**src/rtl/siganfu_machine_gun.sv**
```systemverilog
// Fire-control FSM for a machine gun.
// It tracks rounds in the magazine and the spare magazines, runs the
// reload and barrel-cooldown timers, and registers every output.
module siganfu_machine_gun (
  input  logic       sysclk,
  input  logic       reboot,
  input  logic       is_enemy,
  input  logic       target_locked,
  input  logic       fire_command,
  input  logic       firing_mode,
  input  logic       overheat_sensor,
  output logic [2:0] current_state,
  output logic       criticality_alert,
  output logic       fire_trigger
);

  localparam logic [2:0] S_IDLE     = 3'b000;
  localparam logic [2:0] S_RELOAD   = 3'b001;
  localparam logic [2:0] S_LOCKED   = 3'b010;
  localparam logic [2:0] S_FIRE     = 3'b011;
  localparam logic [2:0] S_COOLDOWN = 3'b100;
  localparam logic [2:0] S_OOA      = 3'b101;

  localparam logic [4:0] MAG_FULL     = 5'd25;
  localparam logic [1:0] SPARES_INIT  = 2'd2;
  // Timers count from 0, so these are the last index of each phase.
  localparam logic [2:0] RELOAD_LAST  = 3'd4;   // RELOAD lasts 5 cycles
  localparam logic [3:0] COOL_MIN     = 4'd9;   // COOLDOWN lasts >= 10 cycles

  logic [2:0] state_q, state_d;
  logic [4:0] rounds_q, rounds_d;
  logic [1:0] spares_q, spares_d;
  logic [2:0] reload_cnt_q, reload_cnt_d;
  logic [3:0] cool_cnt_q, cool_cnt_d;
  logic       fire_prev_q;
  logic       alert_q, alert_d;
  logic       fire_q, fire_d;

  logic       engage;
  logic       fire_req;
  logic [2:0] empty_dest;
  logic [2:0] resume_dest;

  assign engage      = is_enemy & target_locked;
  // Auto mode fires on level; single-shot fires only on a fresh press.
  assign fire_req    = firing_mode ? fire_command : (fire_command & ~fire_prev_q);
  assign empty_dest  = (spares_q != 2'd0) ? S_RELOAD : S_OOA;
  assign resume_dest = engage ? S_LOCKED : S_IDLE;

  // State register, counters, timers and registered outputs.
  always_ff @(posedge sysclk or negedge reboot) begin
    if (!reboot) begin
      state_q      <= S_IDLE;
      rounds_q     <= MAG_FULL;
      spares_q     <= SPARES_INIT;
      reload_cnt_q <= 3'd0;
      cool_cnt_q   <= 4'd0;
      fire_prev_q  <= 1'b0;
      alert_q      <= 1'b0;
      fire_q       <= 1'b0;
    end else begin
      state_q      <= state_d;
      rounds_q     <= rounds_d;
      spares_q     <= spares_d;
      reload_cnt_q <= reload_cnt_d;
      cool_cnt_q   <= cool_cnt_d;
      fire_prev_q  <= fire_command;
      alert_q      <= alert_d;
      fire_q       <= fire_d;
    end
  end

  // Next-state selection, highest-priority condition first in each state.
  always_comb begin
    state_d = state_q;
    case (state_q)
      S_IDLE: begin
        if (overheat_sensor)  state_d = S_COOLDOWN;
        else if (engage)      state_d = S_LOCKED;
      end
      S_LOCKED: begin
        if (overheat_sensor)        state_d = S_COOLDOWN;
        else if (!engage)           state_d = S_IDLE;
        else if (rounds_q == 5'd0)  state_d = empty_dest;
        else if (fire_req)          state_d = S_FIRE;
      end
      S_FIRE: begin
        // The round shot this cycle empties the magazine when rounds_q <= 1.
        if (overheat_sensor)                  state_d = S_COOLDOWN;
        else if (rounds_q <= 5'd1)            state_d = empty_dest;
        else if (!firing_mode)                state_d = S_LOCKED;
        else if (!(fire_command && engage))   state_d = S_LOCKED;
      end
      S_RELOAD: begin
        if (reload_cnt_q == RELOAD_LAST) state_d = resume_dest;
      end
      S_COOLDOWN: begin
        if ((cool_cnt_q >= COOL_MIN) && !overheat_sensor) begin
          if (rounds_q == 5'd0) state_d = empty_dest;
          else                  state_d = resume_dest;
        end
      end
      S_OOA:   state_d = S_OOA;
      default: state_d = S_IDLE;
    endcase
  end

  // Ammunition counters and phase timers; timers clear outside their phase.
  always_comb begin
    rounds_d     = rounds_q;
    spares_d     = spares_q;
    reload_cnt_d = 3'd0;
    cool_cnt_d   = 4'd0;
    case (state_q)
      S_FIRE: begin
        if (rounds_q != 5'd0) rounds_d = rounds_q - 5'd1;
      end
      S_RELOAD: begin
        if (reload_cnt_q == RELOAD_LAST) begin
          rounds_d = MAG_FULL;
          if (spares_q != 2'd0) spares_d = spares_q - 2'd1;
        end else begin
          reload_cnt_d = reload_cnt_q + 3'd1;
        end
      end
      S_COOLDOWN: begin
        cool_cnt_d = (cool_cnt_q >= COOL_MIN) ? cool_cnt_q : cool_cnt_q + 4'd1;
      end
      default: ;
    endcase
  end

  // Outputs are decoded from the next state so they register alongside it.
  always_comb begin
    alert_d = (state_d == S_COOLDOWN) || (state_d == S_OOA);
    fire_d  = (state_d == S_FIRE);
  end

  assign current_state     = state_q;
  assign criticality_alert = alert_q;
  assign fire_trigger      = fire_q;

endmodule

```
**config.mk**
```make
export PLATFORM = sky130hd
export DESIGN_NAME = siganfu_machine_gun
export DESIGN_NICKNAME = d
export VERILOG_FILES = /design/src/rtl/siganfu_machine_gun.sv
export SDC_FILE = /design/constraint.sdc
export NUM_CORES = 1
export LEC_CHECK = 0
export ABC_CLOCK_PERIOD_IN_PS = 2150
export BUFFER_PORTS_ARGS = -buffer_cell sky130_fd_sc_hd__buf_2
export CORE_UTILIZATION = 25
export DETAILED_ROUTE_END_ITERATION = 16
export GPL_ROUTABILITY_DRIVEN = 0
export GPL_TIMING_DRIVEN = 0
export PLACE_DENSITY = 0.5
export SLEW_MARGIN = 40
export SYNTH_ARGS = -nofsm -noshare
export SYNTH_HDL_FRONTEND = slang
export SYNTH_SLANG_ARGS = --single-unit
export TNS_END_PERCENT = 10
```
**constraint.sdc**
```tcl
create_clock -name sysclk -period 2.15 [get_ports sysclk]
set_input_delay 0.3225 -clock sysclk [delete_from_list [all_inputs] [get_ports sysclk]]
set_output_delay 0.3225 -clock sysclk [all_outputs]
set_load 0.02 [all_outputs]
```
==> flow_metrics.py, run 1 <==
metrics = {
    "outcome": {
        "status": "finished clean",
    },
    "clock_network": {
        "number_of_clock_buffers_inserted_by_tritoncts": 3,
        "cts.sink_count": 20,
        "clk-insertion-delay-late_ns": 0.25,
        "worst_setup_hold_path_clk_slew_ns": 0.07,
        "cts_stage_hold_buffer_count": 0,
        "h-tree-depth": 1,
        "clock_tree.buffer_depth": 2,
        "cts.repair_timing.setup_buffer_count": 0,
        "cts_tree": "done",
        "ctsResizeCount": 0,
        "clock_tree_root": "sky130_fd_sc_hd__clkbuf_8",
    },
    "routing": {
        "drt-pass1-iter-count": 4,
        "via_count": 944,
        "drt-wirelength-per-cell_um": 12.44,
        "totalWireLength_um": 2525,
        "post-route-drc-count": 0,
        "drt.antenna.violating_nets": 0,
        "routed_via_density": 4.650,
        "initialDrtViolationCount": 57,
    },
    "synth": {
        "synth_cell_type_count": 44,
        "netlist_instances": 121,
        "synthMuxAreaShare": 0.01639,
        "synthFlopType": "sky130_fd_sc_hd__dfrtp_1",
        "asyncSetResetFlopFracSynth": 1.000,
        "synthXorXnorAreaFrac": 0.02152,
        "mappedNetlistNets": 137,
        "average_cell_area_after_synthesis_um2": 10.09,
        "dominant_combinational_cell_family_by_area_after_synthesis": "simple AND/OR/NAND/NOR gates",
        "post_synth_fa_ha_maj_area_fraction": 0.09221,
        "share_of_the_synthesized_area_in_compound_gates_ao_oa_aoi_oai": 0.1988,
        "synthesis.yosys.warnings": 0,
        "postSynthRegisterBits": 20,
        "synth_seq_area_share": 0.4139,
        "yosys.area_share.simple": 0.2008,
        "syn_std_cell_area_mm2": 0.001221,
        "synth_enable_flop_cells": 0,
    },
    "hold_path": {
        "hold_path_class": "in2async",
    },
    "floorplan": {
        "fp.dieArea_mm2": 0.005168,
        "floorplan.initialDensity": 0.2585,
        "die_height_um": 71.89,
        "rows": 25,
        "ios": 12,
        "dieWidth_um": 71.89,
        "design.core.area_mm2": 0.004723,
    },
    "sta": {
        "final_period_minus_worst_setup_slack_ns": 1.817,
        "final.setup.tns_ns": 0,
        "finalCritPeriodShare": 0.8453,
        "number_of_pins_exceeding_their_max_slew_limit_in_the_final_report": 0,
        "finalHoldViolations": 0,
        "tightest_slew_ns": 0.6515,
        "clock-skew-final_ns": 0.003880,
        "slew-limit-headroom": 0.5647,
        "fmaxAchievable_mhz": 550.2,
        "setup_viol": 0,
        "unrepaired_setup_endpoints_after_global_routing": "no",
    },
    "critical_path": {
        "worst-r2r-cell-count": 5,
        "worstPathCellList": "ha_1, nor3b_1, nand2b_1, a21o_1, a21o_1",
        "setup.worst_path.end_class": "flop",
        "crit_required_ns": 2.34,
        "slowest_stage": "sky130_fd_sc_hd__nor3b_1",
        "critPathMaxStageDelay_ns": 0.54,
        "cp_startpoint_kind": "flop",
        "critical_path_class": "reg2reg",
        "worst-endpoint-arrival_ns": 2.01,
        "crit_top_cell": "sky130_fd_sc_hd__a21o_1",
        "largest_fanout_of_any_net_on_the_critical_path": 5,
    },
    "cells_and_area": {
        "antenna-diode-count": 0,
        "finalNetCount": 153,
        "drive_gt1_frac": 0.1985,
        "ff_latch_area_um2": 505.5,
        "multi_input_comb_area_um2": 646.9,
        "area_delta_synth_final_pct": 15.06,
        "utilization": 0.2975,
        "filler_cell_count": 487,
    },
    "grt": {
        "antenna_found_initial": 0,
        "globalRouteTotalUtil": 0.1077,
        "grt_first_pass_wirelength_um": 4402,
        "grt-ovfl-total": 0,
        "grt_max_degree": 21,
        "grt_pass1_vias": 993,
    },
    "power": {
        "power.density_cell_area_mw_per_mm2": 988.6,
        "ir_drop_mv": 0.2945,
        "cellLeakagePower_nw": 0.5771,
    },
    "placed_design": {
        "portBuffers": 11,
        "dp.final_hpwl_um": 1962,
    },
    "run": {
        "timing.max_cap.violations": 0,
    },
}
per-stage QoR:
step	total power [mW]	setup slack (ns)	std cells	instance area, um^2	hold slack, ns
floorplan	0.9927	0.5393	121	1221	0.02691
global placement	1.123	0.4298	199	1360	0.2982
detailed placement	1.152	0.3159	199	1360	0.3096
CTS	1.410	0.3062	203	1405	0.03088
global route	1.490	0.2233	203	1405	0.05133
finish	1.389	0.3325	203	1405	0.01812
layout by cell type, fill, tap and decap left out, types with 3 or more instances in the layout:
master	n
sky130_fd_sc_hd__dfrtp_1	16
sky130_fd_sc_hd__buf_2	12
sky130_fd_sc_hd__inv_1	11
sky130_fd_sc_hd__ha_1	9
sky130_fd_sc_hd__nand2_1	7
sky130_fd_sc_hd__nor2_1	7
sky130_fd_sc_hd__a21oi_1	5
sky130_fd_sc_hd__nand3_1	5
sky130_fd_sc_hd__nor3_1	4
sky130_fd_sc_hd__a2bb2oi_1	4
sky130_fd_sc_hd__dfstp_2	4
sky130_fd_sc_hd__nand2b_1	3
sky130_fd_sc_hd__a21o_1	3
sky130_fd_sc_hd__a31oi_1	3
sky130_fd_sc_hd__clkbuf_8	3
state kept, by name, indices dropped and copies added (netlist names):
| name | count |
|---|---|
| current_state | 3 |
| fire_prev_q | 1 |
| criticality_alert | 1 |
| spares_q | 2 |
| reload_cnt_q | 3 |
| cool_cnt_q | 4 |
| fire_trigger | 1 |
| rounds_q | 5 |
metal layers:
layer | global-route usage | wire, um
met1 | 0.1446 | 1254
met2 | 0.1730 | 1189
met3 | 0.02222 | 73
met4 | 0.03704 | 8
met5 | 0 | 0
report_power, final:
group / internal [mW] / switching [mW] / leakage (nW) / total (mW)
clock: 0.131 / 0.117 / 0.0228 / 0.248
combinational: 0.260 / 0.352 / 0.302 / 0.613
sequential: 0.461 / 0.0669 / 0.252 / 0.528
total: 0.853 / 0.536 / 0.577 / 1.39
worst max-delay path, delay by kind of cell, from the launching register on:
| family | cells | cell delay, ns |
|---|---|---|
| and+or+nand+nor | 2 | 0.82 |
| AOI/OAI and AO/OA | 2 | 0.28 |
| adders and majority gates | 1 | 0.22 |
| DFF | 1 | 0.44 |
synthesized netlist by cell type, types with 2 or more instances:
cell	count	area [um^2]
sky130_fd_sc_hd__ha_1	9	112.6
sky130_fd_sc_hd__a22o_1	2	17.52
sky130_fd_sc_hd__a21oi_1	5	25.02
sky130_fd_sc_hd__a21o_1	3	22.52
sky130_fd_sc_hd__o211ai_1	2	15.01
sky130_fd_sc_hd__nand4_1	2	12.51
sky130_fd_sc_hd__inv_1	11	41.29
sky130_fd_sc_hd__nor2_1	7	26.28
sky130_fd_sc_hd__o21ai_1	2	10.01
sky130_fd_sc_hd__nand2b_1	3	18.77
sky130_fd_sc_hd__nor3_1	4	20.02
sky130_fd_sc_hd__a31oi_1	3	18.77
sky130_fd_sc_hd__a2bb2oi_1	4	35.03
sky130_fd_sc_hd__nand2_1	7	26.28
sky130_fd_sc_hd__o21ai_0	2	10.01
sky130_fd_sc_hd__xnor2_1	2	17.52
sky130_fd_sc_hd__mux2i_1	2	20.02
sky130_fd_sc_hd__dfrtp_1	16	400.4
sky130_fd_sc_hd__o22ai_1	2	12.51
sky130_fd_sc_hd__o31ai_1	2	15.01
sky130_fd_sc_hd__dfstp_2	4	105.1
sky130_fd_sc_hd__nand3_1	5	25.02
final cells by class:
type	instances	area share
multi-input combinational	86	0.4604
sequential	20	0.3598
tap	67	0.05966
timing repair buffer	11	0.03918
clock buffer	4	0.03206
inverter	11	0.02939
buffer	4	0.01959
kinds of logic (layout without fill, tap and decap cells):
| logic type | count (synthesis) | in the layout |
|---|---|---|
| flip-flops | 20 | 20 |
| multiplexers | 2 | 2 |
| XOR/XNOR | 3 | 3 |
| AND/OR/NAND/NOR | 38 | 38 |
| adder cells (fa/ha/maj) | 9 | 9 |
| AO/OA/AOI/OAI | 34 | 34 |
| buffers and inverters | 15 | 30 |
worst paths after layout:
check                              start                to  slack (ns)
min in group sysclk         fire_command       fire_prev_q        0.21
hold / removal                    reboot   reload_cnt_q[1]        0.02
hold reg to reg              spares_q[1]       spares_q[1]        0.49
setup reg to reg           cool_cnt_q[0]  current_state[2]        0.33
setup / recovery           cool_cnt_q[0]  current_state[2]        0.33
max in group asynchronous         reboot       rounds_q[0]        1.78
Note: power is estimated with default switching activity, not from simulation.
==> run 2, diff against run 1 <==
--- a/config.mk
+++ b/config.mk
@@ -5,13 +5,14 @@
 export SDC_FILE = /design/constraint.sdc
 export NUM_CORES = 1
 export LEC_CHECK = 0
-export ABC_CLOCK_PERIOD_IN_PS = 2150
+export ABC_AREA = 1
+export ABC_CLOCK_PERIOD_IN_PS = 1500
 export BUFFER_PORTS_ARGS = -buffer_cell sky130_fd_sc_hd__buf_2
 export CORE_UTILIZATION = 25
 export DETAILED_ROUTE_END_ITERATION = 16
 export GPL_ROUTABILITY_DRIVEN = 0
 export GPL_TIMING_DRIVEN = 0
-export PLACE_DENSITY = 0.5
+export PLACE_DENSITY = 0.52
 export SLEW_MARGIN = 40
 export SYNTH_ARGS = -nofsm -noshare
 export SYNTH_HDL_FRONTEND = slang
==> constraint.sdc (replaced) <==
create_clock -name sysclk -period 1.5 [get_ports sysclk]
set_input_delay 0.225 -clock sysclk [delete_from_list [all_inputs] [get_ports sysclk]]
set_output_delay 0.225 -clock sysclk [all_outputs]
set_load 0.02 [all_outputs]
==> run 2 against run 1 <==
Compared with the run above:
- the flow now finishes with violations (DRC)
- design area rose by 11%
- register-to-register slack worse by 0.25 ns
- largest power group unchanged
- via count is 14% higher
- synthesized area shrank 0.41%
- wire length is 2.3% higher
- critical path type unchanged
- clock skew down 0.0027 ns
==> flow_metrics.py, run 2 <==
metrics = {
    "cells_and_area": {
        "largest_register": "rounds_q",
        "stdcell_area_mm2": 0.001567,
        "finalNetCount": 197,
        "antenna-diode-count": 0,
        "final_common_cell": "sky130_fd_sc_hd__nand2_1",
        "utilization": 0.3339,
        "drive_gt1_frac": 0.3444,
        "filler_cell_count": 487,
        "largest_reg_flops": 5,
        "largestRegisters": "rounds_q x5, cool_cnt_q x4",
        "layout.cells.most_common_list": "sky130_fd_sc_hd__nand2_1 (28), sky130_fd_sc_hd__inv_1 (16), sky130_fd_sc_hd__nand3_1 (16), sky130_fd_sc_hd__nor2_1 (15), sky130_fd_sc_hd__dfrtp_1 (14)",
        "area_delta_synth_final_pct": 28.81,
    },
    "floorplan": {
        "design.core.area_mm2": 0.004692,
        "fp.dieArea_mm2": 0.005147,
        "dieWidth_um": 71.75,
        "rows": 25,
        "die_height_um": 71.75,
        "ios": 12,
        "floorplan.initialDensity": 0.2592,
    },
    "placed_design": {
        "post-place-ws_ns": -0.06253,
        "dp.final_hpwl_um": 1813,
        "portBuffers": 11,
        "placedInstanceArea_mm2": 0.001339,
    },
    "routing": {
        "via_count": 1073,
        "drt.antenna.violating_nets": 0,
        "post-route-drc-count": 1,
        "drt-pass1-iter-count": 10,
        "initialDrtViolationCount": 68,
        "totalWireLength_um": 2584,
        "routed_via_density": 4.585,
        "drt-wirelength-per-cell_um": 11.04,
    },
    "power": {
        "ir_drop_mv": 0.3760,
        "p_clk_frac": 0.163,
        "cellLeakagePower_nw": 0.7596,
        "share_seq_of_total_power": 0.334,
        "combinationalPowerShare": 0.504,
        "netSwitchingPower_mw": 1.096,
        "power.density_cell_area_mw_per_mm2": 1623,
        "switching_part_of_the_total": 0.4310,
        "internal-power_mw": 1.447,
    },
    "sta": {
        "fmaxAchievable_mhz": 705.4,
        "setup_viol": 0,
        "finalHoldViolations": 0,
        "slew-limit-headroom": 0.6971,
        "number_of_pins_exceeding_their_max_slew_limit_in_the_final_report": 0,
        "unrepaired_setup_endpoints_after_global_routing": "yes",
        "final_period_minus_worst_setup_slack_ns": 1.418,
        "fin_ws_ns": 0.08237,
        "final.setup.tns_ns": 0,
        "clock-skew-final_ns": 0.001175,
        "tightest_slew_ns": 0.4509,
        "finalCritPeriodShare": 0.9451,
        "hold-worst-slack_ns": 0.09392,
    },
    "critical_path": {
        "largest_fanout_of_any_net_on_the_critical_path": 7,
        "worst-endpoint-arrival_ns": 1.58,
        "setup.worst_path.end_class": "flop",
        "cp_startpoint_kind": "flop",
        "crit_required_ns": 1.66,
        "critical_path_class": "reg2reg",
    },
    "grt": {
        "grt_pass1_vias": 1037,
        "grt_first_pass_wirelength_um": 4388,
        "grt_max_degree": 21,
        "grt-ovfl-total": 0,
        "antenna_found_initial": 0,
        "globalRouteTotalUtil": 0.1064,
    },
    "clock_network": {
        "cts.sink_count": 20,
        "number_of_clock_buffers_inserted_by_tritoncts": 3,
        "clock_tree.buffer_depth": 2,
        "cts_tree": "done",
        "worst_setup_hold_path_clk_slew_ns": 0.07,
        "clock_tree_root": "sky130_fd_sc_hd__clkbuf_8",
        "clk-insertion-delay-late_ns": 0.26,
        "h-tree-depth": 1,
    },
    "synth": {
        "average_cell_area_after_synthesis_um2": 7.796,
        "synth_seq_area_share": 0.4156,
        "synth_top_cell_by_area": "sky130_fd_sc_hd__dfrtp_1",
        "synth_enable_flop_cells": 0,
        "synthesis.yosys.warnings": 0,
        "syn_std_cell_area_mm2": 0.001216,
        "synthTopCellsByCount": "sky130_fd_sc_hd__nand2_1 (34), sky130_fd_sc_hd__inv_1 (19), sky130_fd_sc_hd__nand3_1 (19)",
        "postSynthRegisterBits": 20,
        "mappedNetlistNets": 172,
        "dominant_cells_by_area_after_synthesis": "sky130_fd_sc_hd__dfrtp_1 (33%), sky130_fd_sc_hd__nand2_1 (10%), sky130_fd_sc_hd__ha_1 (9.3%)",
        "synthFlopType": "sky130_fd_sc_hd__dfrtp_1",
        "asyncSetResetFlopFracSynth": 1.000,
        "netlist_instances": 156,
        "post-synth-top-area-fraction": 0.3292,
        "yosys.cell_count.top_type": "sky130_fd_sc_hd__nand2_1",
        "synth_cell_type_count": 23,
    },
    "run": {
        "timing.max_cap.violations": 0,
    },
    "outcome": {
        "violations": "DRC",
        "status": "finished, violations left",
    },
    "hold_path": {
        "hold_path_class": "in2reg",
    },
}
run 2: power groups by stage:
stage	logic [mW]	clock network, mW	registers [mW]
3_3_place_gp	1.03	0	0.854
3_5_place_dp	1.03	0	0.853
4_1_cts	1.11	0.437	0.837
6_report	1.28	0.414	0.848
5_1_grt	1.46	0.457	0.872
2_1_floorplan	0.745	0	0.893
run 2: cell families after synthesis:
group,after synthesis,synth area share
flops,20,0.4156
xor+xnor,5,0.03601
buf+inv,27,0.08951
compound gates,19,0.08745
simple gates,76,0.2788
fa+ha+maj,9,0.09259
run 2: metrics by stage:
| step | std cells | power [mW] |
|---|---|---|
| finish | 234 | 2.543 |
| floorplan | 156 | 1.638 |
| detailed placement | 221 | 1.881 |
| global route | 234 | 2.784 |
| CTS | 228 | 2.388 |
| global placement | 221 | 1.882 |
run 2: metal layers:
layer  GRT usage  wire [um]  vias to the layer above
li1            -          -                      551
met1      0.1331       1201                      493
met2      0.1824       1261                       23
met3     0.01547         63                        6
met4     0.04575         57                        0
met5           0          0                        -
run 2: layout make-up:
class	instances	area, um^2	area share
multi-input cells	109	696.9	0.4449
flip-flops and latches	20	508.0	0.3243
repair buffers	20	125.1	0.07987
inverters	26	102.6	0.06550
well taps	54	67.56	0.04313
clock buffers	4	55.05	0.03514
plain buffers	1	11.26	0.007189
run 2: worst paths after layout:
kind	startpoint	endpoint	slack (ns)	cells after the start
min in group asynchronous	reboot	cool_cnt_q[2]	0.45	2
worst min-delay path	fire_command	fire_prev_q	0.09	1
worst max register to register	rounds_q[0]	fire_trigger	0.08	9
worst max-delay path	rounds_q[0]	fire_trigger	0.08	9
worst min register to register	reload_cnt_q[0]	reload_cnt_q[0]	0.47	1
max in group asynchronous	reboot	rounds_q[0]	0.71	2
run 2: critical path, cell delays in order, from the launching register on:
cell and delay (ns):
sky130_fd_sc_hd__dfstp_2 0.57, sky130_fd_sc_hd__inv_4 0.05, sky130_fd_sc_hd__ha_4 0.16, sky130_fd_sc_hd__nand3_4 0.12
sky130_fd_sc_hd__buf_4 0.13, sky130_fd_sc_hd__nor2_1 0.03, sky130_fd_sc_hd__nand2_1 0.08, sky130_fd_sc_hd__nand3_2 0.08
sky130_fd_sc_hd__nand2_1 0.07, sky130_fd_sc_hd__inv_1 0.04
run 2: repair_timing:
item,4_1_cts,5_1_grt
endpoints found under the setup margin,6,9
setup buffers,2,6
pin swaps,1,10
resized for setup,4,26
hold buffers,1,0
hold endpoints to repair,16,0
==> run 3, diff against run 2 <==
--- a/config.mk
+++ b/config.mk
@@ -6,13 +6,13 @@
 export NUM_CORES = 1
 export LEC_CHECK = 0
 export ABC_AREA = 1
-export ABC_CLOCK_PERIOD_IN_PS = 1500
+export ABC_CLOCK_PERIOD_IN_PS = 1800
 export BUFFER_PORTS_ARGS = -buffer_cell sky130_fd_sc_hd__buf_2
 export CORE_UTILIZATION = 25
 export DETAILED_ROUTE_END_ITERATION = 16
 export GPL_ROUTABILITY_DRIVEN = 0
 export GPL_TIMING_DRIVEN = 0
-export PLACE_DENSITY = 0.52
+export PLACE_DENSITY = 0.5
 export SLEW_MARGIN = 40
 export SYNTH_ARGS = -nofsm -noshare
 export SYNTH_HDL_FRONTEND = slang
==> constraint.sdc (replaced) <==
create_clock -name sysclk -period 1.8 [get_ports sysclk]
set_input_delay 0.27 -clock sysclk [delete_from_list [all_inputs] [get_ports sysclk]]
set_output_delay 0.27 -clock sysclk [all_outputs]
set_load 0.02 [all_outputs]
==> run 3 against run 2 <==
Compared with the run above:
- the flow still finishes with violations (DRC)
- utilization down 3.7 points
- sequential power fell by 17%
- maximum frequency down 11%
- sequential share of layout area rose by 3.8 points
- first-iteration DRC count is 18% lower
- global-route usage decreased by 0.24 points
- worst setup slack improved by 0.13 ns
- sequential cell count did not move
- design area down 11%
- non-clock buffer count is 8 lower
- largest cell class unchanged
==> flow_metrics.py, run 3 (synthesized netlist as in run 2, its figures left out) <==
metrics = {
    "routing": {
        "post-route-drc-count": 1,
        "via_count": 1011,
        "drt-pass1-iter-count": 10,
        "routed_via_density": 4.473,
        "wl_met2_um": 1081,
        "initialDrtViolationCount": 56,
        "drt-wirelength-per-cell_um": 10.54,
        "totalWireLength_um": 2382,
        "routed-wl-met3_um": 36,
        "wl_met1_um": 1226,
        "drt.antenna.violating_nets": 0,
        "topRoutingLayerUsed": "met4",
    },
    "clock_network": {
        "clock_tree_root": "sky130_fd_sc_hd__clkbuf_8",
        "clock_tree.buffer_depth": 2,
        "cts.sink_count": 20,
        "clk-insertion-delay-late_ns": 0.26,
        "cts_tree": "done",
        "worst_setup_hold_path_clk_slew_ns": 0.07,
        "ctsResizeCount": 0,
        "h-tree-depth": 1,
        "cts.repair_timing.setup_buffer_count": 0,
        "number_of_clock_buffers_inserted_by_tritoncts": 3,
    },
    "power": {
        "power.density_cell_area_mw_per_mm2": 1335,
        "cellLeakagePower_nw": 0.6958,
        "ir_drop_mv": 0.3259,
        "fin_total_pwr_mw": 1.861,
    },
    "sta": {
        "finalHoldViolations": 0,
        "slew-limit-headroom": 0.7008,
        "clock-skew-final_ns": 0.003698,
        "final.setup.tns_ns": 0,
        "tightest_slew_ns": 0.4487,
        "setup_viol": 0,
        "unrepaired_setup_endpoints_after_global_routing": "no",
        "finalCritPeriodShare": 0.8836,
        "fmaxAchievable_mhz": 628.7,
        "final_period_minus_worst_setup_slack_ns": 1.590,
        "number_of_pins_exceeding_their_max_slew_limit_in_the_final_report": 0,
    },
    "critical_path": {
        "crit_required_ns": 1.99,
        "largest_fanout_of_any_net_on_the_critical_path": 8,
        "setup.worst_path.end_class": "flop",
        "cp.buffers_inverters": 2,
        "worstPathCellList": "inv_2, ha_1, nand3_2, nand2_1, nand2_1, nand2_2, inv_2, o21ai_1, o21ai_1",
        "cp_startpoint_kind": "flop",
        "critical_path_class": "reg2reg",
        "critPathMaxStageDelay_ns": 0.56,
        "cp_top_family": "flip-flops",
        "worst-endpoint-arrival_ns": 1.78,
        "slowest_stage": "sky130_fd_sc_hd__dfstp_2",
    },
    "grt": {
        "grt_first_pass_wirelength_um": 4250,
        "grt-ovfl-total": 0,
        "grt_max_degree": 21,
        "antenna_found_initial": 0,
        "globalRouteTotalUtil": 0.1040,
        "grt_pass1_vias": 969,
    },
    "cells_and_area": {
        "layout.cells.most_common_list": "sky130_fd_sc_hd__nand2_1 (34), sky130_fd_sc_hd__inv_1 (19), sky130_fd_sc_hd__nand3_1 (19), sky130_fd_sc_hd__nor2_1 (16), sky130_fd_sc_hd__dfrtp_1 (16)",
        "largestRegisters": "rounds_q x5, cool_cnt_q x4",
        "finalNetCount": 189,
        "area_delta_synth_final_pct": 14.61,
        "largest_reg_flops": 5,
        "largest_register": "rounds_q",
        "drive_gt1_frac": 0.1744,
        "utilization": 0.2971,
        "antenna-diode-count": 0,
        "final_common_cell": "sky130_fd_sc_hd__nand2_1",
    },
    "hold_path": {
        "hold_path_class": "in2reg",
    },
    "outcome": {
        "violations": "DRC",
        "status": "finished, violations left",
    },
    "run": {
        "timing.max_cap.violations": 0,
    },
    "floorplan": {
        "fp.dieArea_mm2": 0.005147,
        "rows": 25,
        "dieWidth_um": 71.75,
        "design.core.area_mm2": 0.004692,
        "die_height_um": 71.75,
        "ios": 12,
        "floorplan.initialDensity": 0.2592,
    },
    "placed_design": {
        "portBuffers": 11,
        "dp.final_hpwl_um": 1808,
    },
}
## run 3: changes by cell type in the layout (fill, tap and decap cells not counted), sizes merged
cell,change
buf,-8
## run 3: worst register-to-register path: stages (launching register included)
cell	delay, ns
sky130_fd_sc_hd__dfstp_2	0.56
sky130_fd_sc_hd__inv_2	0.05
sky130_fd_sc_hd__ha_1	0.21
sky130_fd_sc_hd__nand3_2	0.16
sky130_fd_sc_hd__nand2_1	0.13
sky130_fd_sc_hd__nand2_1	0.09
sky130_fd_sc_hd__nand2_2	0.07
sky130_fd_sc_hd__inv_2	0.10
sky130_fd_sc_hd__o21ai_1	0.07
sky130_fd_sc_hd__o21ai_1	0.09
## run 3: final timing paths
path                              endpoint            start  slack [ns]  cells past startpoint
max                            rounds_q[3]      rounds_q[0]        0.21                      9
min                            fire_prev_q     fire_command        0.14                      1
max reg2reg                    rounds_q[3]      rounds_q[0]        0.21                      9
min reg2reg                reload_cnt_q[0]  reload_cnt_q[0]        0.45                      1
max in group asynchronous      rounds_q[0]           reboot        0.97                      2
min in group asynchronous    cool_cnt_q[2]           reboot        0.49                      2
## run 3: area by class of cell
| cell class | count | area, um^2 |
|---|---|---|
| plain buffers | 1 | 11.26 |
| clock buffers | 4 | 45.04 |
| fillers | 503 | 3298 |
| inverters | 26 | 97.59 |
| multi-input cells | 109 | 601.8 |
| flip-flops and latches | 20 | 505.5 |
| well taps | 54 | 67.56 |
| repair buffers | 12 | 65.06 |
## run 3: layer usage
layer / GRT usage / vias up
met1: 0.1416 / 466
met4: 0.03922 / 0
li1: - / 529
met3: 0.01266 / 5
met5: 0 / -
met2: 0.1688 / 11
## run 3: report_power, final
part	internal [mW]	switching [mW]	leakage, nW	total, mW
clock	0.158	0.150	0.0228	0.308
combinational	0.311	0.541	0.420	0.852
sequential	0.590	0.112	0.253	0.702
## run 3: metrics by stage
step / instance area, um^2 / setup WS [ns] / hold WS (ns) / instances
final: 1394 / 0.2095 / 0.1422 / 226
after detailed placement: 1339 / 0.2295 / 0.2540 / 221
after global placement: 1339 / 0.2490 / 0.2493 / 221
after CTS: 1394 / 0.2119 / 0.1385 / 226
after global routing: 1394 / 0.07437 / 0.1455 / 226
after floorplan: 1216 / 0.4113 / -0.02559 / 156
## run 3: timing repair
item	4_1_cts	5_1_grt
setup endpoints to repair	0	0
hold buffers	1	0
endpoints found under the hold margin	16	0
